## config.mk

```make
export PLATFORM = sky130hd
export DESIGN_NAME = serial_adder_ctrl
export DESIGN_NICKNAME = d
export VERILOG_FILES = /design/src/rtl/adder_pkg.sv /design/src/rtl/full_adder.sv /design/src/rtl/serial_adder_ctrl.sv
export SDC_FILE = /design/constraint.sdc
export NUM_CORES = 1
export LEC_CHECK = 0
export CAP_MARGIN = 25
export CORE_ASPECT_RATIO = 0.6
export CORE_UTILIZATION = 45
export CTS_CLUSTER_SIZE = 24
export DETAILED_ROUTE_END_ITERATION = 6
export PLACE_DENSITY = 0.77
export SYNTH_ARGS = -nofsm -noshare
export SYNTH_HDL_FRONTEND = slang
export SYNTH_HIERARCHICAL = 1
export SYNTH_SLANG_ARGS = --single-unit
```

## constraint.sdc

```tcl
create_clock -name clk -period 1.66 [get_ports clk]
set_input_delay 0.249 -clock clk [delete_from_list [all_inputs] [get_ports clk]]
set_output_delay 0.249 -clock clk [all_outputs]
set_load 0.02 [all_outputs]
```

## src/rtl/adder_pkg.sv

```systemverilog
// Shared adder definitions: serial sequencer state encoding
// and counter sizing helper.
package adder_pkg;

  typedef enum logic [1:0] {
    S_IDLE,
    S_RUN,
    S_DONE
  } sadd_state_e;

  function automatic int cnt_w(input int w);
    return $clog2(w);
  endfunction

endpackage

```

## src/rtl/full_adder.sv

```systemverilog
// 1-bit full adder cell.
module full_adder (
  input  logic a,
  input  logic b,
  input  logic c,
  output logic sum,
  output logic carry
);

  assign sum   = a ^ b ^ c;
  assign carry = (a & b) | (c & (a ^ b));

endmodule

```

## src/rtl/serial_adder_ctrl.sv

```systemverilog
// Bit-serial add/subtract sequencer: one full_adder,
// LSB-first, registered carry, valid/ready on both sides.
module serial_adder_ctrl
  import adder_pkg::*;
#(
  parameter int WIDTH = 8
) (
  input  logic             clk,
  input  logic             rst_n,
  input  logic             flush,
  input  logic             in_valid,
  output logic             in_ready,
  input  logic [WIDTH-1:0] op_a,
  input  logic [WIDTH-1:0] op_b,
  input  logic             cin,
  input  logic             sub,
  output logic             out_valid,
  input  logic             out_ready,
  output logic [WIDTH-1:0] sum,
  output logic             cout,
  output logic             ovf,
  output logic             busy
);

  localparam int CW = cnt_w(WIDTH);
  localparam logic [CW-1:0] LAST = CW'(WIDTH - 1);

  sadd_state_e state;
  sadd_state_e state_nx;

  logic [WIDTH-1:0] a_sh;
  logic [WIDTH-1:0] b_sh;
  logic [WIDTH-2:0] sum_sh;
  logic [WIDTH-1:0] sum_nx;
  logic [CW-1:0]    cnt;
  logic             carry;
  logic             fa_sum;
  logic             fa_carry;
  logic             accept;
  logic             msb_step;

  full_adder u_fa (
    .a     (a_sh[0]),
    .b     (b_sh[0]),
    .c     (carry),
    .sum   (fa_sum),
    .carry (fa_carry)
  );

  // sum_sh keeps only the upper WIDTH-1 bits; the MSB
  // step completes the word straight into the result.
  assign sum_nx   = {fa_sum, sum_sh};
  assign accept   = in_valid & in_ready & ~flush;
  assign msb_step = (state == S_RUN) && (cnt == LAST);

  always_ff @(posedge clk or negedge rst_n) begin
    if (!rst_n) begin
      state <= S_IDLE;
    end else begin
      state <= state_nx;
    end
  end

  always_comb begin
    state_nx = state;
    if (flush) begin
      state_nx = S_IDLE;
    end else begin
      unique case (state)
        S_IDLE: if (in_valid) state_nx = S_RUN;
        S_RUN:  if (cnt == LAST) state_nx = S_DONE;
        S_DONE: if (out_ready) state_nx = S_IDLE;
        default: state_nx = S_IDLE;
      endcase
    end
  end

  always_comb begin
    in_ready  = (state == S_IDLE);
    out_valid = (state == S_DONE);
    busy      = (state == S_RUN) || (state == S_DONE);
  end

  always_ff @(posedge clk or negedge rst_n) begin
    if (!rst_n) begin
      a_sh   <= '0;
      b_sh   <= '0;
      sum_sh <= '0;
      cnt    <= '0;
      carry  <= 1'b0;
      sum    <= '0;
      cout   <= 1'b0;
      ovf    <= 1'b0;
    end else if (!flush) begin
      if (accept) begin
        a_sh  <= op_a;
        b_sh  <= sub ? ~op_b : op_b;
        carry <= sub | cin;
        cnt   <= '0;
      end else if (state == S_RUN) begin
        a_sh   <= a_sh >> 1;
        b_sh   <= b_sh >> 1;
        sum_sh <= sum_nx[WIDTH-1:1];
        carry  <= fa_carry;
        cnt    <= cnt + 1'b1;
        if (msb_step) begin
          sum  <= sum_nx;
          cout <= fa_carry;
          ovf  <= carry ^ fa_carry;
        end
      end
    end
  end

endmodule

```

==> results.md, run 1 <==
* Status: complete, but fails checks
* Failing checks: DRC
* Layout Area Growth over Synthesis at 36.3%
* Worst hold-check path type: primary input to asynchronous set/reset pin
* H-tree depth at 2
* Standard-cell rows at 17
* Number of clock sinks at 39
* Filler Cell Count at 269
* # diodes at 0
* Primary flip-flop cell chosen by synthesis mapping: sky130_fd_sc_hd__dfrtp_1
* Wire length per cell after detailed routing at 14.0 um
* Final Hold Vio Count at 0
* Area of combinational cells with multiple inputs at 803 um^2
* Async set-reset flop share out of synthesis at 100%
* Vias per Instance at 5.04
* Placed Cells incl. Taps at 231
* Starting Density at 48.2%
* Clk_skew at 8.87 ps
* Syn Std Cell Area at 1810 um^2
* Arrival time worst endpoint at 1780 ps
* Tmin final at 1610 ps
* Width of the die at 84.0 um
* Synth Net Count at 172
* Maximum clock frequency at 0.623 GHz
* Post-layout net count at 225
* Via total after detailed routing at 1225
* DR pass1 iterations at 7
* Largest driver fanout on the critical path at 12
* Routed wire length at 3400 um
* Reported max-cap violation count at 0
* Clock transition at path regs at 80 ps
* First-pass GRT wire length at 5870 um
* Setup TNS at 0 ps
* Mean post-synth cell area at 12.8 um^2
* Netlist cell types at 25
* Maximum number of pins on one net before global-route repair at 26
* Power Density at 1370 nW/um^2
* Max Transition Viols Final at 0
* Crit path from: state[1]
* Synth warnings at 6
* Height of the die at 51.2 um
* Worst slew slack as a fraction of its limit at 70.6%
* Total congestion overflow after global routing at 0
* Number of instances in the synthesized netlist at 142
* Clock tree from TritonCTS: built
* RR Startpoint: state[1]
* Tot GR Track Use at 17.9%
* Count of nets left with antenna violations after detail routing at 0
* Required arrival time at the worst endpoint at 1830 ps
* Sequential element share of the synthesized area at 53.8%
* Tcrit/Tclk final at 96.7%
* Static Leakage at 1.18 nW
* Num ports at 36
* Initial drt markers at 46
* CP Launch Type: flop
* Share of post-route cells with drive strength above 1 at 26.0%
* Die Area at 4300 um^2
* Number of synthesized flops with an enable pin at 0
* Number of port buffers at 35
* Sequential cell area at 976 um^2
* Post-synthesis sequential element count at 39
* Count of non-filler cells in the finished layout at 243
* Clk_lat worst skew at 290 ps
* Gp weighted congestion at 0.745
* Critical path endpoint category: flop
* Measured slew at the worst slew-check pin at 441 ps
* Clock buffers created by TritonCTS at 5
* Root buf cell: sky130_fd_sc_hd__clkbuf_8
* Number of global-route vias before repair at 1231
* Remaining design rule violation count at 4
* Detailed Place HPWL at 2560 um
* Maximum buffer depth of the clock tree at 2
* Top library cells by usage in the layout, fill and taps aside: 39 x sky130_fd_sc_hd__dfrtp_1, 31 x sky130_fd_sc_hd__clkdlybuf4s50_1, 17 x sky130_fd_sc_hd__mux2_2
* Core outline area at 3760 um^2
* Setup repair after global routing missed its margin: no
* Setup violation total in the final timing report at 0
* Type of the setup path with the least slack: flop to flop
* Leading cell type in the layout, fill and taps excluded: sky130_fd_sc_hd__dfrtp_1
* Max VDD drop at 0.714 mV
* Number of antenna violations at the first check in global routing at 0
## repair_timing
action | 4_1_cts | 5_1_grt
pin swaps | 0 | 2
endpoints found under the hold margin | 18 | 0
gates resized for setup | 3 | 0
gates cloned | 0 | 0
endpoints found under the setup margin | 3 | 12
buffers inserted | 0 | 3
hold buffers | 1 | 0
## cells by family after synthesis
kind of cell	count (synthesis)	synth area share [%]
DFF	39	53.8
xor gates and xnor gates	9	4.35
muxes	26	15.6
adders and majority gates	7	5.24
buffers and inverters	13	3.66
and+or+nand+nor	27	8.28
AOI/OAI and AO/OA	21	9.10
## final timing paths
check                      slack [ps]  depth (start not counted)         to
max                                50                          5  sum_sh[2]
min                               430                          2   state[0]
max reg2reg                        50                          5  sum_sh[2]
min reg2reg                       510                          2    a_sh[7]
max in group asynchronous         710                          3    a_sh[5]
min in group clk                  510                          2    a_sh[7]
## synth_stat cells (4+ instances only)
cell type                   n  area share (%)
sky130_fd_sc_hd__nand2b_1   4             1.4
sky130_fd_sc_hd__inv_1      7             1.4
sky130_fd_sc_hd__mux2i_1    8             4.4
sky130_fd_sc_hd__mux2_2    18              11
sky130_fd_sc_hd__nor2_1    16             3.3
sky130_fd_sc_hd__a221o_1    9             5.0
sky130_fd_sc_hd__dfrtp_1   39              54
sky130_fd_sc_hd__ha_1       6             4.1
sky130_fd_sc_hd__xnor2_1    8             3.9
sky130_fd_sc_hd__a21oi_1    6             1.7
## cell type report
cell class                      instances  share of cell area [%]
Inverter                                7                    1.06
Clock inverter                          3                    1.77
Multi-Input combinational cell         90                    32.5
Clock buffer                            5                    2.78
Sequential cell                        39                    39.5
Timing Repair Buffer                   52                    20.1
Tap cell                               47                    2.38
## worst max-delay path, stage by stage (launching register included)
cell and delay, ps:
sky130_fd_sc_hd__dfrtp_1 380, sky130_fd_sc_hd__inv_2 80, sky130_fd_sc_hd__ha_4 180, sky130_fd_sc_hd__and2_4 160, sky130_fd_sc_hd__nor2_4 290, sky130_fd_sc_hd__mux2_2 390
## layer usage
| layer | up-vias | global-route usage [%] | wire length (um) |
|---|---|---|---|
| li1 | 603 | - | - |
| met1 | 593 | 24.4 | 1630 |
| met2 | 23 | 28.6 | 1600 |
| met3 | 6 | 4.04 | 132 |
| met4 | 0 | 6.90 | 45 |
| met5 | - | 0 | 0 |
## state kept, by name, indices dropped and copies added, names as in the netlist
register,count
carry,1
sum_sh,7
b_sh,8
state,2
ovf,1
cnt,3
sum,8
a_sh,8
cout,1
## power by group
part           switching, mW  leakage [nW]  internal [mW]  total [mW]
clock network          0.337        0.0581          0.447       0.785
registers              0.209         0.502           1.26        1.47
logic                  0.511         0.615          0.628        1.14
## per-stage QoR
stage	total power [mW]	instance area, um^2	hold WS [ps]	utilization (%)	worst slack [ps]
6_report	3.39	2470	431	65.7	54.1
5_1_grt	3.61	2470	477	65.7	6.69
4_1_cts	3.37	2450	440	65.1	3.27
3_5_place_dp	2.61	2330	217	61.9	-44.1
3_3_place_gp	2.54	2330	207	61.9	4.79
2_1_floorplan	2.24	1850	-46.6	-	-26.3
Note: power is estimated with default switching activity, not from simulation.
==> run 2: changes to the inputs <==
--- a/config.mk
+++ b/config.mk
@@ -11,4 +11,5 @@
 export CTS_CLUSTER_SIZE = 24
 export DETAILED_ROUTE_END_ITERATION = 6
+export GPL_ROUTABILITY_DRIVEN = 0
 export PLACE_DENSITY = 0.77
 export SYNTH_ARGS = -nofsm -noshare
==> constraint.sdc (replaced) <==
create_clock -name clk -period 1.66 [get_ports clk]
set_input_delay 0.332 -clock clk [delete_from_list [all_inputs] [get_ports clk]]
set_output_delay 0.332 -clock clk [all_outputs]
set_load 0.02 [all_outputs]
==> run 2 against run 1 <==
  * The run still ends with DRC left
  * Wire length is 1.1% higher
  * Via count is 0.65% higher
  * Critical path depth is 1 higher
  * Global-route usage is 0.12 points lower
  * Maximum frequency is 0.72% lower
  * Combinational power hardly changed
  * Utilization is 1.6 points lower
  * First-iteration DRC count is 22% higher
  * Setup slack worse by 12 ps
  * Clock skew is 5.6 ps lower
  * Register-to-register slack hardly changed
  * Critical endpoint is now b_sh[4]
==> results.md, run 2 (synthesis results as in run 1) <==
* Post-layout net count at 222 (-1.3%)
* Setup repair after global routing missed its margin: yes
* First-pass GRT wire length at 5780 um (-1.4%)
* Tot GR Track Use at 17.8% (-0.12 points)
* Clk_skew at 3.31 ps (-5.56 ps)
* Leading cell type in the layout, fill and taps excluded: sky130_fd_sc_hd__dfrtp_1
* Number of port buffers at 35 (unchanged)
* Arrival time worst endpoint at 1790 ps (about the same)
* # hold bufs at CTS at 0 (-1)
* Maximum clock frequency at 0.618 GHz (-0.72%)
* Static Leakage at 1.14 nW (-2.7%)
* Wire length per cell after detailed routing at 14.4 um (+2.8%)
* Tcrit/Tclk final at 97.4% (+0.70 points)
* Largest driver fanout on the critical path at 6 (-6)
* Measured slew at the worst slew-check pin at 471 ps (+29.7 ps)
* Required arrival time at the worst endpoint at 1830 ps (about the same)
* Clk_lat worst skew at 290 ps (about the same)
* Remaining design rule violation count at 3 (-1)
* Clock tree from TritonCTS: built
* Type of the setup path with the least slack: flop to flop
* Leading registers by flop count: a_sh: 8 flops, b_sh: 8 flops, sum: 8 flops
* Vias per Instance at 5.16 (+2.3%)
* Reg2Reg Setup Slack at 40 ps (about the same)
* Setup violation total in the final timing report at 0 (unchanged)
* Detailed Place HPWL at 2510 um (-2.0%)
* Number of clock sinks at 39 (unchanged)
* Number of antenna violations at the first check in global routing at 0 (unchanged)
* Final worst slack at 42.4 ps (-11.7 ps)
* Share of post-route cells with drive strength above 1 at 26.0% (about the same)
* Number of global-route vias before repair at 1272 (+3.3%)
* Status: complete, but fails checks
* Tmin final at 1620 ps (+11.7 ps)
* Clock buffers created by TritonCTS at 5 (unchanged)
* DR pass1 iterations at 6 (-1)
* Maximum buffer depth of the clock tree at 2 (unchanged)
* Maximum number of pins on one net before global-route repair at 40 (+54%)
* Placed Cells incl. Taps at 230 (-0.43%)
* Failing checks: DRC
* Final Hold Slack at 81.8 ps (-349 ps)
* Reported max-cap violation count at 0 (unchanged)
* Height of the die at 51.2 um (unchanged)
* Number of cells traversed by the worst register-to-register path at 6 (+1)
* Width of the die at 84.0 um (unchanged)
* Endpoint of the most critical register-to-register path: b_sh[4]
* Total power at 3.22 mW (-5.1%)
* # diodes at 0 (unchanged)
* Worst slew slack as a fraction of its limit at 68.6% (-2.0 points)
* Starting Density at 48.2% (unchanged)
* Count of non-filler cells in the finished layout at 239 (-1.6%)
* Worst hold-check path type: primary input to asynchronous set/reset pin
* Critical path endpoint category: flop
* Routed wire length at 3440 um (+1.1%)
* Total congestion overflow after global routing at 0 (unchanged)
* Num ports at 36 (unchanged)
* Worst setup slack after placement at -132 ps (-87.5 ps)
* Power Density at 1330 nW/um^2 (-2.8%)
* Root buf cell: sky130_fd_sc_hd__clkbuf_8
* Standard-cell rows at 17 (unchanged)
* Final Hold Vio Count at 0 (unchanged)
* Via total after detailed routing at 1233 (+0.65%)
* Core outline area at 3760 um^2 (unchanged)
* Initial drt markers at 56 (+22%)
* Layout Area Growth over Synthesis at 33.1%
* Die Area at 4300 um^2 (unchanged)
* Max VDD drop at 0.538 mV (-25%)
* Top library cells by usage in the layout, fill and taps aside: 39 x sky130_fd_sc_hd__dfrtp_1, 31 x sky130_fd_sc_hd__clkdlybuf4s50_1, 17 x sky130_fd_sc_hd__mux2_2
* Max Transition Viols Final at 0 (unchanged)
* H-tree depth at 2 (unchanged)
* RR Startpoint: state[1]
* Count of nets left with antenna violations after detail routing at 0 (unchanged)
* CP Launch Type: flop
* Clock transition at path regs at 70 ps (about the same)
run 2: changes by cell type in the layout (fill, tap and decap cells not counted):
cell / before / now
sky130_fd_sc_hd__buf_4: 14 / 11
sky130_fd_sc_hd__bufinv_16: 1 / 0
sky130_fd_sc_hd__nor2_2: 0 / 1
sky130_fd_sc_hd__dlygate4sd2_1: 3 / 1
sky130_fd_sc_hd__clkinv_4: 1 / 0
sky130_fd_sc_hd__clkbuf_8: 5 / 6
sky130_fd_sc_hd__dlygate4sd3_1: 1 / 0
sky130_fd_sc_hd__clkbuf_2: 0 / 2
run 2: area by class of cell:
| class | instances | area [um^2] |
|---|---|---|
| clock buffer | 6 | 82.6 |
| sequential | 39 | 976 |
| tap | 47 | 58.8 |
| inverter | 7 | 26.3 |
| fill | 306 | 1350 |
| timing repair buffer | 48 | 457 |
| clock inverter | 1 | 5.00 |
| multi-input combinational | 91 | 810 |
run 2: how the worst max path moves through the flow:
stage / from / end / slack (ps) / cells after the start
after floorplan: state[1] / cout / -30 / 6
after global placement: flush / sum[0] / -80 / 5
after detailed placement: in_valid / sum_sh[5] / -130 / 4
after CTS: state[1] / busy / 0.6 / 3
after global routing: state[1] / sum[5] / -10 / 6
final: state[1] / b_sh[4] / 40 / 6
run 2: worst max-delay path: stages, from the launching register on:
cell	delay, ps
sky130_fd_sc_hd__dfrtp_1	410
sky130_fd_sc_hd__inv_2	120
sky130_fd_sc_hd__ha_4	170
sky130_fd_sc_hd__and2_4	200
sky130_fd_sc_hd__nor2_2	100
sky130_fd_sc_hd__buf_4	160
sky130_fd_sc_hd__a221o_1	350
run 2: layer usage:
| layer | track usage [%] | share of wire (%) |
|---|---|---|
| met5 | 0 | 0 |
| met4 | 6.03 | 1.7 |
| met3 | 5.98 | 4.0 |
| met2 | 28.7 | 45 |
| met1 | 23.0 | 49 |
run 2: repair_timing:
action	4_1_cts	5_1_grt
pin swaps	0	2
endpoints found under the setup margin	3	11
gates cloned	0	1
resized for setup	4	3
setup buffers	0	1
run 2: metrics by stage:
stage / utilization, % / setup TNS, ps / area, um^2
after floorplan: - / -237 / 1850
after global placement: 61.7 / -1810 / 2320
after detailed placement: 61.7 / -2780 / 2320
after CTS: 64.0 / 0 / 2410
after global routing: 64.1 / -137 / 2410
final: 64.1 / 0 / 2410
run 2: power breakdown:
part | leakage, nW | switching [mW] | total (mW) | internal, mW
clock | 0.0470 | 0.307 | 0.633 | 0.325
combinational | 0.594 | 0.517 | 1.12 | 0.600
sequential | 0.502 | 0.209 | 1.47 | 1.26
total | 1.14 | 1.03 | 3.22 | 2.19
==> run 3: changes to the inputs <==
- CORE_UTILIZATION: 45 -> 40
- PLACE_DENSITY: 0.77 -> 0.7
- RECOVER_POWER: unset -> 100
==> run 3 against run 2 <==
  * The flow now finishes without violations
  * Worst hold slack improved by 170 ps
  * Maximum frequency decreased by 0.18%
  * Count of clock-buffer cells in the layout unchanged
  * Non-clock buffer count increased by 1
  * Critical path depth decreased by 5
  * Utilization decreased by 5.8 points
  * Wire length decreased by 1.6%
  * First-iteration DRC count increased by 16%
  * Sequential share of layout area decreased by 0.92 points
  * Largest power group unchanged
==> results.md, run 3 (synthesis results as in run 1) <==
* Status: complete, no violations
* Num ports at 36 (unchanged)
* Worst hold-check path type: primary input to asynchronous set/reset pin
* Vias per Instance at 4.80 (-6.9%)
* Type of the setup path with the least slack: flop to output pin
* Tmin final at 1620 ps (+2.84 ps)
* Clk_lat worst skew at 290 ps (about the same)
* Maximum buffer depth of the clock tree at 2 (unchanged)
* # hold bufs at CTS at 0 (unchanged)
* Static Leakage at 1.16 nW (+1.2%)
* Design Area, Final at 2470 um^2 (+2.3%)
* Via total after detailed routing at 1215 (-1.5%)
* Detailed Place HPWL at 2490 um (-0.73%)
* Tot GR Track Use at 16.5% (-1.3 points)
* CP Cell Sequence: clkdlybuf4s50_1
* Power Density at 1380 nW/um^2 (+3.2%)
* Number of clock sinks at 39 (unchanged)
* Max VDD drop at 0.496 mV (-7.7%)
* Total congestion overflow after global routing at 0 (unchanged)
* Critical path buffers and inverters at 1 (-1)
* Max Transition Viols Final at 0 (unchanged)
* Tcrit/Tclk final at 97.6% (+0.17 points)
* Delay of the slowest cell on the worst path at 640 ps (+230 ps)
* H-tree depth at 2 (unchanged)
* DR pass1 iterations at 4 (-2)
* Number of port buffers at 35 (unchanged)
* Count of non-filler cells in the finished layout at 253 (+5.9%)
* Worst slew slack as a fraction of its limit at 38.0% (-31 points)
* Instance area at placement at 2340 um^2 (+0.70%)
* Layout Area Growth over Synthesis at 36.2%
* Setup TNS at 0 ps (unchanged)
* Clock transition at path regs at 70 ps (about the same)
* Wire length per cell after detailed routing at 13.4 um (-7.0%)
* Number of antenna violations at the first check in global routing at 0 (unchanged)
* Required arrival time at the worst endpoint at 1330 ps (-500 ps)
* Sw Share at 30.4% (-1.7 points)
* Relative contribution of combinational cells to total power at 33.0% (-1.7 points)
* Share of the core filled with cells at 58.4% (-5.8 points)
* Filler Cell Count at 353 (+15%)
* Area of combinational cells with multiple inputs at 807 um^2 (-0.31%)
* Maximum clock frequency at 0.617 GHz (-0.18%)
* First-pass GRT wire length at 5720 um (-1.1%)
* Clock buffers created by TritonCTS at 5 (unchanged)
* CP Launch Type: flop
* Top library cells by usage in the layout, fill and taps aside: 39 x sky130_fd_sc_hd__dfrtp_1, 31 x sky130_fd_sc_hd__clkdlybuf4s50_1, 16 x sky130_fd_sc_hd__mux2_2, 16 x sky130_fd_sc_hd__nor2_1, 11 x sky130_fd_sc_hd__buf_4
* Remaining design rule violation count at 0 (-3)
* CP delay by family, top: buffers and inverters
* Sequential power share at 43.3% (-2.4 points)
* Largest driver fanout on the critical path at 2 (-4)
* Measured slew at the worst slew-check pin at 931 ps (+460 ps)
* Clk_skew at 7.43 ps (+4.11 ps)
* Leading registers by flop count: a_sh: 8 flops, b_sh: 8 flops, sum: 8 flops
* Core outline area at 4230 um^2 (+12%)
* Maximum number of pins on one net before global-route repair at 40 (unchanged)
* Number of global-route vias before repair at 1230 (-3.3%)
* Setup violation total in the final timing report at 0 (unchanged)
* Part of the power in the clock network at 23.7% (+4.1 points)
* Count of nets left with antenna violations after detail routing at 0 (unchanged)
* Arrival time worst endpoint at 1290 ps (-500 ps)
* Root buf cell: sky130_fd_sc_hd__clkbuf_8
* Placed Cells incl. Taps at 243 (+5.7%)
* Final Hold Vio Count at 0 (unchanged)
* Cell type of the slowest stage on the worst timing path: sky130_fd_sc_hd__clkdlybuf4s50_1
* Initial drt markers at 65 (+16%)
* # diodes at 0 (unchanged)
* Height of the die at 54.2 um (+5.8%)
* Critical path endpoint category: output pin
* Die Area at 4820 um^2 (+12%)
* Width of the die at 88.9 um (+5.9%)
* Sequential cell area at 976 um^2 (unchanged)
* Starting Density at 42.8% (-5.3 points)
* Clock tree from TritonCTS: built
* Setup repair after global routing missed its margin: yes
* Leading cell type in the layout, fill and taps excluded: sky130_fd_sc_hd__dfrtp_1
* Standard-cell rows at 18 (+1)
* Share of post-route cells with drive strength above 1 at 26.4% (+0.38 points)
* Reported max-cap violation count at 0 (unchanged)
* Post-layout net count at 222 (unchanged)
* Routed wire length at 3380 um (-1.6%)
* Final Hold Slack at 256 ps (+174 ps)
* Internal Dissipation at 2.36 mW (+8.2%)
* NetSw at 1.03 mW (about the same)
==> run 3: cell count changes in the layout (fill, tap and decap cells not counted) <==
| cell | change |
|---|---|
| sky130_fd_sc_hd__clkdlybuf4s15_1 | +1 |
| sky130_fd_sc_hd__nor2_2 | -1 |
| sky130_fd_sc_hd__dlygate4sd2_1 | -1 |
| sky130_fd_sc_hd__mux2_2 | -1 |
| sky130_fd_sc_hd__clkdlybuf4s15_2 | +1 |
| sky130_fd_sc_hd__mux2_4 | +1 |
| sky130_fd_sc_hd__bufinv_16 | +1 |
==> run 3: per-stage QoR <==
step                power (mW)  setup slack (ps)
global route              3.63             -5.29
floorplan                 2.24             -26.3
detailed placement        2.61             -94.4
CTS                       3.42              13.1
finish                    3.40              39.6
global placement          2.54             -78.4
==> run 3: repair_timing <==
item,CTS,global route
setup endpoints to repair,3,21
buffers inserted,0,2
gates resized for setup,6,3
pin swaps,0,2
==> run 3: final timing paths <==
check                         start  endpoint  slack (ps)  cells past startpoint
max in group asynchronous     rst_n    sum[4]         830                      2
max                            cout      cout          40                      1
min reg2reg                  cnt[1]    cnt[1]         500                      1
max reg2reg                state[1]   b_sh[3]          70                      6
min in group clk             cnt[1]    cnt[1]         500                      1
min                           rst_n   a_sh[5]         260                      2
==> run 3: power by group through the flow <==
stage	clock network (mW)	registers (mW)	logic (mW)
floorplan	0	1.43	0.813
global placement	0	1.46	1.08
detailed placement	0	1.48	1.12
CTS	0.833	1.47	1.11
global route	0.871	1.51	1.24
finish	0.806	1.47	1.12
==> run 3: layout make-up <==
type	count	area share (%)
Sequential cell	39	39.5
Clock buffer	6	3.34
Multi-Input combinational cell	90	32.7
Tap cell	60	3.04
Clock inverter	2	1.42
Timing Repair Buffer	49	19.0
Inverter	7	1.06
==> run 3: layer usage <==
metal,wire length [um],GRT usage [%],vias up
met2,1630,26.5,25
met4,65,7.94,0
li1,-,-,597
met1,1580,21.5,587
met5,0,0,-
met3,109,3.83,6
